### src/rtl/multi_one_shot.sv
// Multi-channel clocked one-shot: synchronises hit inputs and emits start/stop pulses of programmable width with a dead time.
// Optional per-channel ignored-rise counters are enabled by defining MULTI_ONE_SHOT_MISS_CNT_EN.
module multi_one_shot #(
    parameter int N_CH        = 4,
    parameter int CNT_W       = 8,
    parameter int SYNC_STAGES = 2
) (
    input  logic              clk,
    input  logic              rst,
    input  logic [N_CH-1:0]   pulse_in,
    input  logic [CNT_W-1:0]  width,
    input  logic [CNT_W-1:0]  holdoff,
    input  logic              miss_clr,
    output logic [N_CH-1:0]   start,
    output logic [N_CH-1:0]   stop,
    output logic [N_CH-1:0]   busy,
    output logic [N_CH-1:0]   miss
`ifdef MULTI_ONE_SHOT_MISS_CNT_EN
    ,
    output logic [N_CH*8-1:0] miss_cnt
`endif
);

    typedef enum logic [2:0] {
        IDLE,
        START,
        HIGH,
        STOP,
        DEAD
    } state_t;

    localparam logic [CNT_W-1:0] ONE = {{(CNT_W-1){1'b0}}, 1'b1};

    logic [SYNC_STAGES:0] valid_q;
    logic [CNT_W-1:0]     widthLoad_d;
    logic [CNT_W-1:0]     holdoffLoad_d;

    assign widthLoad_d   = (width == '0) ? '0 : width - ONE;
    assign holdoffLoad_d = holdoff - ONE;

    // Gates edge detection until prev holds a genuine sample, so an input
    // already high at reset release must first be seen low before it can rise.
    always_ff @(posedge clk) begin
        if (rst) begin
            valid_q <= '0;
        end else begin
            valid_q <= {valid_q[SYNC_STAGES-1:0], 1'b1};
        end
    end

    for (genvar ch = 0; ch < N_CH; ch++) begin : gChan
        logic [SYNC_STAGES-1:0] sync_q;
        logic                   prev_q;
        state_t                 state_q;
        logic [CNT_W-1:0]       cnt_q;
        logic                   start_q;
        logic                   stop_q;
        logic                   busy_q;
        logic                   miss_q;
        logic                   rise_d;
        logic                   fall_d;
        logic                   missSet_d;

        assign rise_d    = sync_q[SYNC_STAGES-1] & ~prev_q & valid_q[SYNC_STAGES];
        assign fall_d    = ~sync_q[SYNC_STAGES-1] & prev_q;
        assign missSet_d = rise_d & ((state_q == STOP) || (state_q == DEAD));

        always_ff @(posedge clk) begin
            if (rst) begin
                sync_q <= '0;
                prev_q <= 1'b0;
            end else begin
                sync_q <= {sync_q[SYNC_STAGES-2:0], pulse_in[ch]};
                prev_q <= sync_q[SYNC_STAGES-1];
            end
        end

        // Outputs are registered alongside each state change so they never glitch.
        always_ff @(posedge clk) begin
            if (rst) begin
                state_q <= IDLE;
                cnt_q   <= '0;
                start_q <= 1'b0;
                stop_q  <= 1'b0;
                busy_q  <= 1'b0;
            end else begin
                unique case (state_q)
                    IDLE: begin
                        if (rise_d) begin
                            state_q <= START;
                            cnt_q   <= widthLoad_d;
                            start_q <= 1'b1;
                            busy_q  <= 1'b1;
                        end
                    end
                    START: begin
                        if (fall_d) begin
                            state_q <= STOP;
                            cnt_q   <= widthLoad_d;
                            start_q <= 1'b0;
                            stop_q  <= 1'b1;
                        end else if (cnt_q == '0) begin
                            state_q <= HIGH;
                            start_q <= 1'b0;
                        end else begin
                            cnt_q <= cnt_q - ONE;
                        end
                    end
                    HIGH: begin
                        if (fall_d) begin
                            state_q <= STOP;
                            cnt_q   <= widthLoad_d;
                            stop_q  <= 1'b1;
                        end
                    end
                    STOP: begin
                        if (cnt_q == '0) begin
                            stop_q <= 1'b0;
                            if (holdoff == '0) begin
                                state_q <= IDLE;
                                busy_q  <= 1'b0;
                            end else begin
                                state_q <= DEAD;
                                cnt_q   <= holdoffLoad_d;
                            end
                        end else begin
                            cnt_q <= cnt_q - ONE;
                        end
                    end
                    DEAD: begin
                        if (cnt_q == '0) begin
                            state_q <= IDLE;
                            busy_q  <= 1'b0;
                        end else begin
                            cnt_q <= cnt_q - ONE;
                        end
                    end
                    default: begin
                        state_q <= IDLE;
                        cnt_q   <= '0;
                        start_q <= 1'b0;
                        stop_q  <= 1'b0;
                        busy_q  <= 1'b0;
                    end
                endcase
            end
        end

        // A new miss in the same cycle as a clear must survive.
        always_ff @(posedge clk) begin
            if (rst) begin
                miss_q <= 1'b0;
            end else if (missSet_d) begin
                miss_q <= 1'b1;
            end else if (miss_clr) begin
                miss_q <= 1'b0;
            end
        end

        assign start[ch] = start_q;
        assign stop[ch]  = stop_q;
        assign busy[ch]  = busy_q;
        assign miss[ch]  = miss_q;

`ifdef MULTI_ONE_SHOT_MISS_CNT_EN
        logic [7:0] missCnt_q;

        always_ff @(posedge clk) begin
            if (rst) begin
                missCnt_q <= '0;
            end else if (missSet_d) begin
                if (miss_clr) begin
                    missCnt_q <= 8'd1;
                end else if (missCnt_q != 8'hFF) begin
                    missCnt_q <= missCnt_q + 8'd1;
                end
            end else if (miss_clr) begin
                missCnt_q <= '0;
            end
        end

        assign miss_cnt[ch*8 +: 8] = missCnt_q;
`endif
    end

endmodule

### config.mk
export PLATFORM = sky130hd
export DESIGN_NAME = multi_one_shot
export DESIGN_NICKNAME = d
export VERILOG_FILES = /design/src/rtl/multi_one_shot.sv
export SDC_FILE = /design/constraint.sdc
export NUM_CORES = 1
export LEC_CHECK = 0
export ABC_AREA = 1
export BUFFER_PORTS_ARGS = -buffer_cell sky130_fd_sc_hd__buf_2
export CAP_MARGIN = 20
export CELL_PAD_IN_SITES_DETAIL_PLACEMENT = 2
export CELL_PAD_IN_SITES_GLOBAL_PLACEMENT = 2
export CORE_ASPECT_RATIO = 0.7
export CORE_MARGIN = 2
export CORE_UTILIZATION = 34
export CTS_BUF_LIST = sky130_fd_sc_hd__clkbuf_2 sky130_fd_sc_hd__clkbuf_4 sky130_fd_sc_hd__clkbuf_8
export DETAILED_ROUTE_END_ITERATION = 12
export GPL_TIMING_DRIVEN = 0
export HOLD_SLACK_MARGIN = 0.03
export PLACE_DENSITY = 0.81
export SLEW_MARGIN = 20
export SYNTH_ARGS = -nofsm -noshare
export SYNTH_HDL_FRONTEND = slang
export SYNTH_SLANG_ARGS = --single-unit
### constraint.sdc
create_clock -name clk -period 1.9 [get_ports clk]
set_clock_uncertainty 0.05 [all_clocks]
set_input_delay 0.095 -clock clk [delete_from_list [all_inputs] [get_ports clk]]
set_output_delay 0.095 -clock clk [all_outputs]
set_load 0.1 [all_outputs]
==> impl_results.md, run 1 <==
* Status: finished, violations left
* Failing checks: setup timing
* Mean Syn Cell Area at 6.31 um2
* WP data required at 2.14 ns
* Most common cell after layout, fill and taps aside: nand2_1
* Worst-margin pin slew at 0.730 ns
* Largest net degree at the start of global routing at 18
* Total power at 13.4 mW
* Main flop type after synthesis: dfxtp_1
* Initial Util at 34.9%
* Hold Vio Cnt, Final at 0
* Final Setup Violations at 12
* Slowest-stage cell, CP: dfxtp_1
* Setup crit start kind: flip-flop
* Pre-CTS setup slack at -0.245 ns
* Fill cells at 1831
* Multi-input gate area at 0.00326 mm2
* Placed Cells incl. Taps at 1050
* Worst min path class: in2reg
* I/O pin count at 39
* Worst-path maximum fanout at 8
* Share of cells above drive strength 1 at 19.9%
* Fmax at 493 MHz
* Diodes inserted at 0
* Leak at 2.98 nW
* Root Buffer: clkbuf_8
* #FFs+latches synth at 75
* Final Non-Filler Cells at 1095
* Yosys warns at 0
* 1st-pass router iterations at 4
* Routed vias at 5886
* Die area at 0.0162 mm2
* Period utilization at 107%
* RSZ-0062 raised after global routing: true
* Post-synth ARST share at 0%
* Fin worst setup slack at -0.128 ns
* Slew headroom at 51.4%
* Syn-to-layout area delta at 21.5%
* Die W at 151 um
* Distinct cells, synth at 44
* DRC Markers at 0
* Crit Path Category: reg2reg
* Crit-path max cell delay at 0.50 ns
* Detail-routed net length per standard cell at 21.7 um
* Register area at 0.00151 mm2
* Max-Cap Viols at 0
* Clk Latency, worst-skew pair at 0.39 ns
* Buffers on Ports at 38
* Most frequent cells in the layout: nand2_1 (231), inv_1 (91), nor2_1 (90)
* Grt ovf at 0
* Placer Congestion at 0.832
* Reg clk slew, reported paths at 0.11 ns
* Post-synth EDFFs at 0
* WL final at 23700 um
* HPWL Detailed at 15200 um
* Final ANT Viol Nets at 0
* CTS sink cnt at 75
* Critical Path End Type: flip-flop
* Power per standard cell area at 2140 mW/mm2
* CTS max path bufs at 2
* GRT Overall Usage at 26.5%
* Sequential-to-total area share from yosys stat at 29.1%
* Post-Route Setup TNS at -0.515 ns
* Worst-path cell chain: nor2_1, inv_1, nor2_2, nand2_1, o21ai_2, a21oi_4, inv_4, nor2_1, nand2_1, a21oi_1
* Std-Cell Rows at 37
* CTS tree: yes
* TritonCTS buffer count at 9
* Initial antenna violation count at 0
* Core ar. at 0.0148 mm2
* CP bufs+invs at 2
* WHS at 0.269 ns
* Initial drt markers at 344
* Min Clock Period, post-route at 2.03 ns
* Vias/cell at 5.38
* Die height at 107 um
* Worst vdd ir at 0.000822 V
* Synth Cell Area at 0.00515 mm2
* Fin util at 42.4%
* H-tree levels at 3
* Worst path arrival time at 2.27 ns
* Max-slew violation total from the final report at 0
* Syn_nets at 852
* Worst path top cell family by delay: simple AND/OR/NAND/NOR gates
* Final Cell Area at 0.00626 mm2
* Placed Area at 0.00559 mm2
* Fin nets at 930
* Vias in the first global route at 6292
* Post-synthesis instance total at 817
* Global-route wire length before repair at 32900 um
-- sequential cells by signal, summed over array words and instances, names as in the netlist --
signal         cells
gChan.busy_q       4
gChan.cnt_q       32
gChan.miss_q       4
gChan.prev_q       4
gChan.start_q      4
gChan.state_q     12
gChan.stop_q       4
gChan.sync_q       8
valid_q            3
-- final timing paths --
check / slack [ns] / from / cells after the start / to
hold / removal: 0.27 / width[0] / 6 / gChan[0].cnt_q[0]
setup / recovery: -0.13 / gChan[3].state_q[0] / 10 / gChan[3].cnt_q[0]
setup reg to reg: -0.13 / gChan[3].state_q[0] / 10 / gChan[3].cnt_q[0]
hold reg to reg: 0.37 / gChan[1].sync_q[0] / 2 / gChan[1].sync_q[1]
-- power by group --
group / switching (mW) / leakage (nW) / internal [mW]
sequential: 0.587 / 0.617 / 2.07
combinational: 6.23 / 2.26 / 3.19
clock: 0.823 / 0.100 / 0.527
-- synthesized netlist by cell type (4+ instances only) --
cell type / number / share of area [%]
nand2_1: 235 / 17
inv_1: 100 / 7.3
nor2_1: 98 / 7.1
dfxtp_1: 75 / 29
nand3_1: 69 / 6.7
a21oi_1: 56 / 5.4
o21ai_0: 29 / 2.8
buf_4: 16 / 2.3
nand4_1: 14 / 1.7
xor2_1: 14 / 2.4
ha_1: 12 / 2.9
xnor2_1: 11 / 1.9
nand2_2: 10 / 1.2
clkbuf_1: 7 / 0.51
inv_2: 6 / 0.44
o211ai_1: 6 / 0.87
a211oi_1: 5 / 0.73
nor3_1: 5 / 0.49
nor3_2: 5 / 0.97
o21ai_2: 5 / 0.85
nand3_2: 4 / 0.78
nor2_2: 4 / 0.49
nor2_4: 4 / 0.87
-- worst reg2reg max path, cell delays in order, from the launching register on --
cell	delay [ns]
dfxtp_1	0.50
nor2_1	0.14
inv_1	0.17
nor2_2	0.08
nand2_1	0.08
o21ai_2	0.13
a21oi_4	0.20
inv_4	0.09
nor2_1	0.19
nand2_1	0.12
a21oi_1	0.20
-- cells by family (layout without fill, tap and decap cells) --
kind of cell,after synthesis,in the layout,synth area share [%]
fa+ha+maj,12,12,2.91
flops,75,75,29.1
xor+xnor,25,25,4.25
simple gates,461,461,40.0
buf+inv,133,216,11.0
compound gates,111,111,12.8
-- area by class of cell --
cell class,count,area share [%]
plain buffers,25,2.50
clock buffers,9,1.98
clock inverters,7,1.24
inverters,108,6.59
multi-input cells,609,52.1
flip-flops and latches,75,24.1
well taps,195,3.90
repair buffers,67,7.61
-- timing repair --
item	CTS	global route
setup buffers	5	18
hold endpoints to repair	9	0
endpoints found under the setup margin	21	47
hold buffers	6	0
resized for setup	4	54
pin swaps	4	12
-- routing by layer --
layer  vias up  GRT usage (%)  part of all wire [%]
met2       145           45.2                    49
met1      2945           34.1                    44
met3        45           5.62                   4.0
met5         -              0                     0
met4         0           6.21                   2.7
li1       2751              -                     -
Note: power is estimated with default switching activity, not from simulation.
==> run 2, diff against run 1 <==
BUFFER_PORTS_ARGS = default   (was -buffer_cell sky130_fd_sc_hd__buf_2)
CELL_PAD_IN_SITES_DETAIL_PLACEMENT = default   (was 2)
CELL_PAD_IN_SITES_GLOBAL_PLACEMENT = default   (was 2)
CORE_UTILIZATION = 37   (was 34)
DONT_BUFFER_PORTS = 1   (was default)
PLACE_DENSITY = 0.5   (was 0.81)
==> impl_results.md, run 2 (same netlist as run 1, synthesis figures left out) <==
* Largest regs: gChan.cnt_q x32, gChan.state_q x12, gChan.sync_q x8
* Initial Util at 37.4%
* WL final at 15300 um
* Syn-to-layout area delta at 12.7%
* Reg clk slew, reported paths at 0.09 ns
* Global-route wire length before repair at 24300 um
* Slew headroom at 43.1%
* TritonCTS buffer count at 9
* Vias/cell at 4.94
* Fin nets at 881
* Hold Crit Start: width[0]
* Leak at 2.72 nW
* Max reg flops at 32
* 1st-pass router iterations at 5
* Clk Latency, worst-skew pair at 0.37 ns
* Grt ovf at 0
* Flop2flop setup slack at 0.1 ns
* Most frequent CP cell: inv_2
* Hold Crit Depth at 5
* Vias in the first global route at 4765
* Final Setup Violations at 0
* Crit-path max cell delay at 0.34 ns
* CTS tree: yes
* Die area at 0.0149 mm2
* H-tree levels at 3
* Root Buffer: clkbuf_8
* Buffers on Ports at 0
* Top reg by flops: gChan.cnt_q
* Final ANT Viol Nets at 0
* GRT Overall Usage at 20.9%
* Slowest-stage cell, CP: dfxtp_2
* Worst-margin pin slew at 0.853 ns
* Min Clock Period, post-route at 1.80 ns
* Power per standard cell area at 1950 mW/mm2
* Setup crit start kind: flip-flop
* Worst-path cell chain: inv_2, ha_2, inv_1, nor2_1, nand4_2, nor2_4, nand2_2, nand2_4, inv_2, nand2_1, a21oi_1
* Worst r2r src: gChan[1].cnt_q[0]
* Fmax at 554 MHz
* Critical Path End Type: flip-flop
* Max-slew violation total from the final report at 0
* Core ar. at 0.0138 mm2
* Worst min path class: in2reg
* Placer Congestion at 0.896
* WP data required at 2.09 ns
* Die height at 103 um
* Placed Area at 0.00539 mm2
* CTS max path bufs at 2
* Share of cells above drive strength 1 at 13.3%
* Crit Path Category: reg2reg
* Final Non-Filler Cells at 1041
* R2R depth at 11
* RSZ-0062 raised after global routing: true
* Fin util at 42.2%
* Hold Path End: gChan[3].cnt_q[0]
* CTS sink cnt at 75
* Die W at 145 um
* Reg-to-Reg End: gChan[1].cnt_q[5]
* Detail-routed net length per standard cell at 14.7 um
* Placed Cells incl. Taps at 1007
* Post-Route Setup TNS at 0 ns
* WHS at 0.0575 ns
* Hold Vio Cnt, Final at 0
* Period utilization at 94.9%
* DRC Markers at 0
* Worst path arrival time at 1.99 ns
* Std-Cell Rows at 36
* Initial drt markers at 253
* Most common cell after layout, fill and taps aside: nand2_1
* Final Cell Area at 0.00581 mm2
* Largest net degree at the start of global routing at 17
* Worst vdd ir at 0.000842 V
* Routed vias at 5143
* Diodes inserted at 0
* Status: completed
* I/O pin count at 39
* Max-Cap Viols at 0
* Most frequent cells in the layout: nand2_1 (233), nor2_1 (96), inv_1 (93)
* Worst-path maximum fanout at 7
* HPWL Detailed at 11400 um
* Initial antenna violation count at 0
run 2: cell types whose count changed in the layout (fill, tap and decap cells not counted), sizes merged:
cell	change
inv	+1
buf	-50
clkinvlp	-1
nand2	+1
run 2: worst max path at each step:
stage / slack [ns] / depth (start not counted) / end / startpoint
detailed placement: -0.06 / 11 / gChan[1].cnt_q[7] / gChan[1].cnt_q[0]
finish: 0.1 / 11 / gChan[1].cnt_q[5] / gChan[1].cnt_q[0]
CTS: 0.02 / 10 / gChan[2].cnt_q[0] / gChan[2].cnt_q[0]
global route: -0.01 / 11 / gChan[0].state_q[2] / gChan[0].cnt_q[0]
global placement: -0.02 / 10 / gChan[0].cnt_q[0] / holdoff[0]
floorplan: 0.32 / 11 / gChan[1].cnt_q[1] / gChan[1].cnt_q[0]
run 2: worst max-delay path, delay by kind of cell (launching register included):
family | cells | cell delay [ns]
fa+ha+maj | 1 | 0.19
compound gates | 1 | 0.06
buf+inv | 3 | 0.21
simple gates | 6 | 0.82
flops | 1 | 0.34
run 2: final cells by class:
cell class                      count  area [um2]
Fill cell                        1520        7970
Multi-Input combinational cell    610        3160
Sequential cell                    75        1500
Inverter                          108         413
Tap cell                          190         238
Timing Repair Buffer               17         159
Buffer                             25         155
Clock buffer                        9         124
Clock inverter                      7        62.6
run 2: power by group:
group          switching [mW]  internal (mW)  leakage, nW  total [mW]
Sequential              0.482           2.07        0.616        2.55
Clock                   0.732          0.509       0.0988        1.24
Combinational            4.86           2.65         2.00        7.51
run 2: metal layers:
layer / global-route usage, % / wire [um] / vias to the layer above
met5: 0 / 0 / -
met4: 6.18 / 281 / 0
met3: 3.81 / 726 / 26
met2: 32.9 / 6300 / 114
met1: 29.5 / 8040 / 2340
li1: - / - / 2663
run 2: timing repair:
action | in CTS | in global routing
setup endpoints to repair | 8 | 41
cloned | 0 | 1
resized for setup | 1 | 24
hold buffers | 6 | 0
hold endpoints to repair | 9 | 0
setup buffers | 1 | 10
pin swaps | 1 | 10
run 2: metrics by stage:
stage               total power, mW  setup WS, ns
global placement               9.41       -0.0225
floorplan                      8.15         0.323
CTS                            10.8        0.0178
detailed placement             9.46       -0.0592
global route                   12.4       -0.0134
finish                         11.3        0.0965
==> run 3, diff against run 2 <==
CELL_PAD_IN_SITES_DETAIL_PLACEMENT = 1   (was default)
CELL_PAD_IN_SITES_GLOBAL_PLACEMENT = 2   (was default)
CORE_ASPECT_RATIO = 1.4   (was 0.7)
CORE_UTILIZATION = 36   (was 37)
PLACE_DENSITY = 0.81   (was 0.5)
==> impl_results.md, run 3 (same netlist as run 1, synthesis figures left out) <==
* Placed Area at 0.00539 mm2
* Initial drt markers at 177
* Largest net degree at the start of global routing at 16
* Total power at 11.8 mW
* Syn-to-layout area delta at 15.1%
* I/O pin count at 39
* Pre-CTS setup slack at -0.160 ns
* Worst-path maximum fanout at 8
* CTS sink cnt at 75
* 1st-pass router iterations at 4
* Setup crit start kind: flip-flop
* WL final at 17700 um
* Most frequent cells in the layout: nand2_1 (233), nor2_1 (94), inv_1 (92)
* Period utilization at 93.1%
* Final Cell Area at 0.00593 mm2
* TritonCTS buffer count at 9
* HPWL Detailed at 13200 um
* Hold Crit Depth at 5
* R2R depth at 11
* Reg clk slew, reported paths at 0.10 ns
* Root Buffer: clkbuf_8
* Fin worst setup slack at 0.130 ns
* Die height at 146 um
* Global-route wire length before repair at 28100 um
* Leak at 2.77 nW
* Final Setup Violations at 0
* Most common cell after layout, fill and taps aside: nand2_1
* Worst r2r src: gChan[3].cnt_q[0]
* Detail-routed net length per standard cell at 17.0 um
* Min Clock Period, post-route at 1.77 ns
* Std-Cell Rows at 51
* Top reg by flops: gChan.cnt_q
* Hold Crit Start: width[0]
* Max-slew violation total from the final report at 0
* Fmax at 565 MHz
* Power per standard cell area at 1990 mW/mm2
* Max reg flops at 32
* Final ANT Viol Nets at 0
* Critical Path Source: gChan[3].cnt_q[0]
* Worst path arrival time at 2.01 ns
* WP data required at 2.14 ns
* Die area at 0.0153 mm2
* Die W at 105 um
* Worst vdd ir at 0.000986 V
* Crit Path Category: reg2reg
* Routed vias at 5384
* Critical Path End Type: flip-flop
* CTS max path bufs at 2
* Max-Cap Viols at 0
* CTS tree: yes
* DRC Markers at 0
* H-tree levels at 3
* Placer Congestion at 0.839
* Core ar. at 0.0140 mm2
* Fill cells at 1854
* Fin nets at 887
* Grt ovf at 0
* Largest regs: gChan.cnt_q x32, gChan.state_q x12, gChan.sync_q x8
* Share of cells above drive strength 1 at 14.1%
* Worst min path class: in2reg
* Hold Vio Cnt, Final at 0
* Worst-margin pin slew at 0.883 ns
* GRT Overall Usage at 23.1%
* Buffers on Ports at 0
* Vias in the first global route at 5539
* Status: completed
* Initial Util at 36.9%
* Clk Latency, worst-skew pair at 0.37 ns
* Slew headroom at 40.5%
* Diodes inserted at 0
* Vias/cell at 5.17
* Initial antenna violation count at 0
==> run 3: cell type report <==
class	count	area, um2	area share [%]
Buffer	25	155	2.62
Timing Repair Buffer	23	200	3.37
Inverter	108	410	6.92
Tap cell	185	231	3.90
Sequential cell	75	1500	25.3
Multi-Input combinational cell	610	3200	53.9
Clock inverter	7	109	1.84
Clock buffer	9	124	2.09
==> run 3: repair_timing <==
| item | CTS | global route |
|---|---|---|
| endpoints found under the setup margin | 17 | 47 |
| buffers inserted | 2 | 15 |
| gates resized for setup | 7 | 23 |
| pin swaps | 3 | 7 |
| gates cloned | 1 | 0 |
| hold endpoints to repair | 9 | 0 |
| hold buffers | 6 | 0 |
==> run 3: path summary, 6_finish.rpt <==
kind,endpoint,slack [ns]
min,gChan[0].cnt_q[0],0.09
max reg2reg,gChan[3].cnt_q[0],0.13
max,gChan[3].cnt_q[0],0.13
min reg2reg,gChan[0].sync_q[1],0.35
==> run 3: per-stage QoR <==
stage	TNS (ns)	util (%)	instances	hold WS [ns]
finish	0	42.4	1042	0.0928
global route	-0.0278	42.4	1042	0.112
CTS	0	41.0	1027	0.0650
detailed placement	-2.07	38.5	1002	0.163
global placement	-1.43	38.5	1002	0.158
floorplan	0	-	817	0.152
==> run 3: routing by layer <==
layer	up-vias	share of wire, %	track usage [%]
met5	-	0	0
met4	0	3.1	9.60
met3	38	2.1	3.00
met2	68	54	43.2
met1	2606	41	25.8
li1	2672	-	-
==> run 3: where the power goes <==
part | switching [mW] | total, mW | internal, mW
registers | 0.512 | 2.58 | 2.07
logic | 5.07 | 7.76 | 2.68
clock network | 0.723 | 1.49 | 0.768
==> run 3: critical path, cell delays in order, from the launching register on <==
cell and delay [ns]:
dfxtp_1 0.35, inv_1 0.09, ha_1 0.20, inv_1 0.09
nor3_4 0.05, nand2_4 0.17, nor2_8 0.07, a21oi_4 0.21
inv_2 0.13, nor2_1 0.12, nand2_1 0.06, a21oi_1 0.12
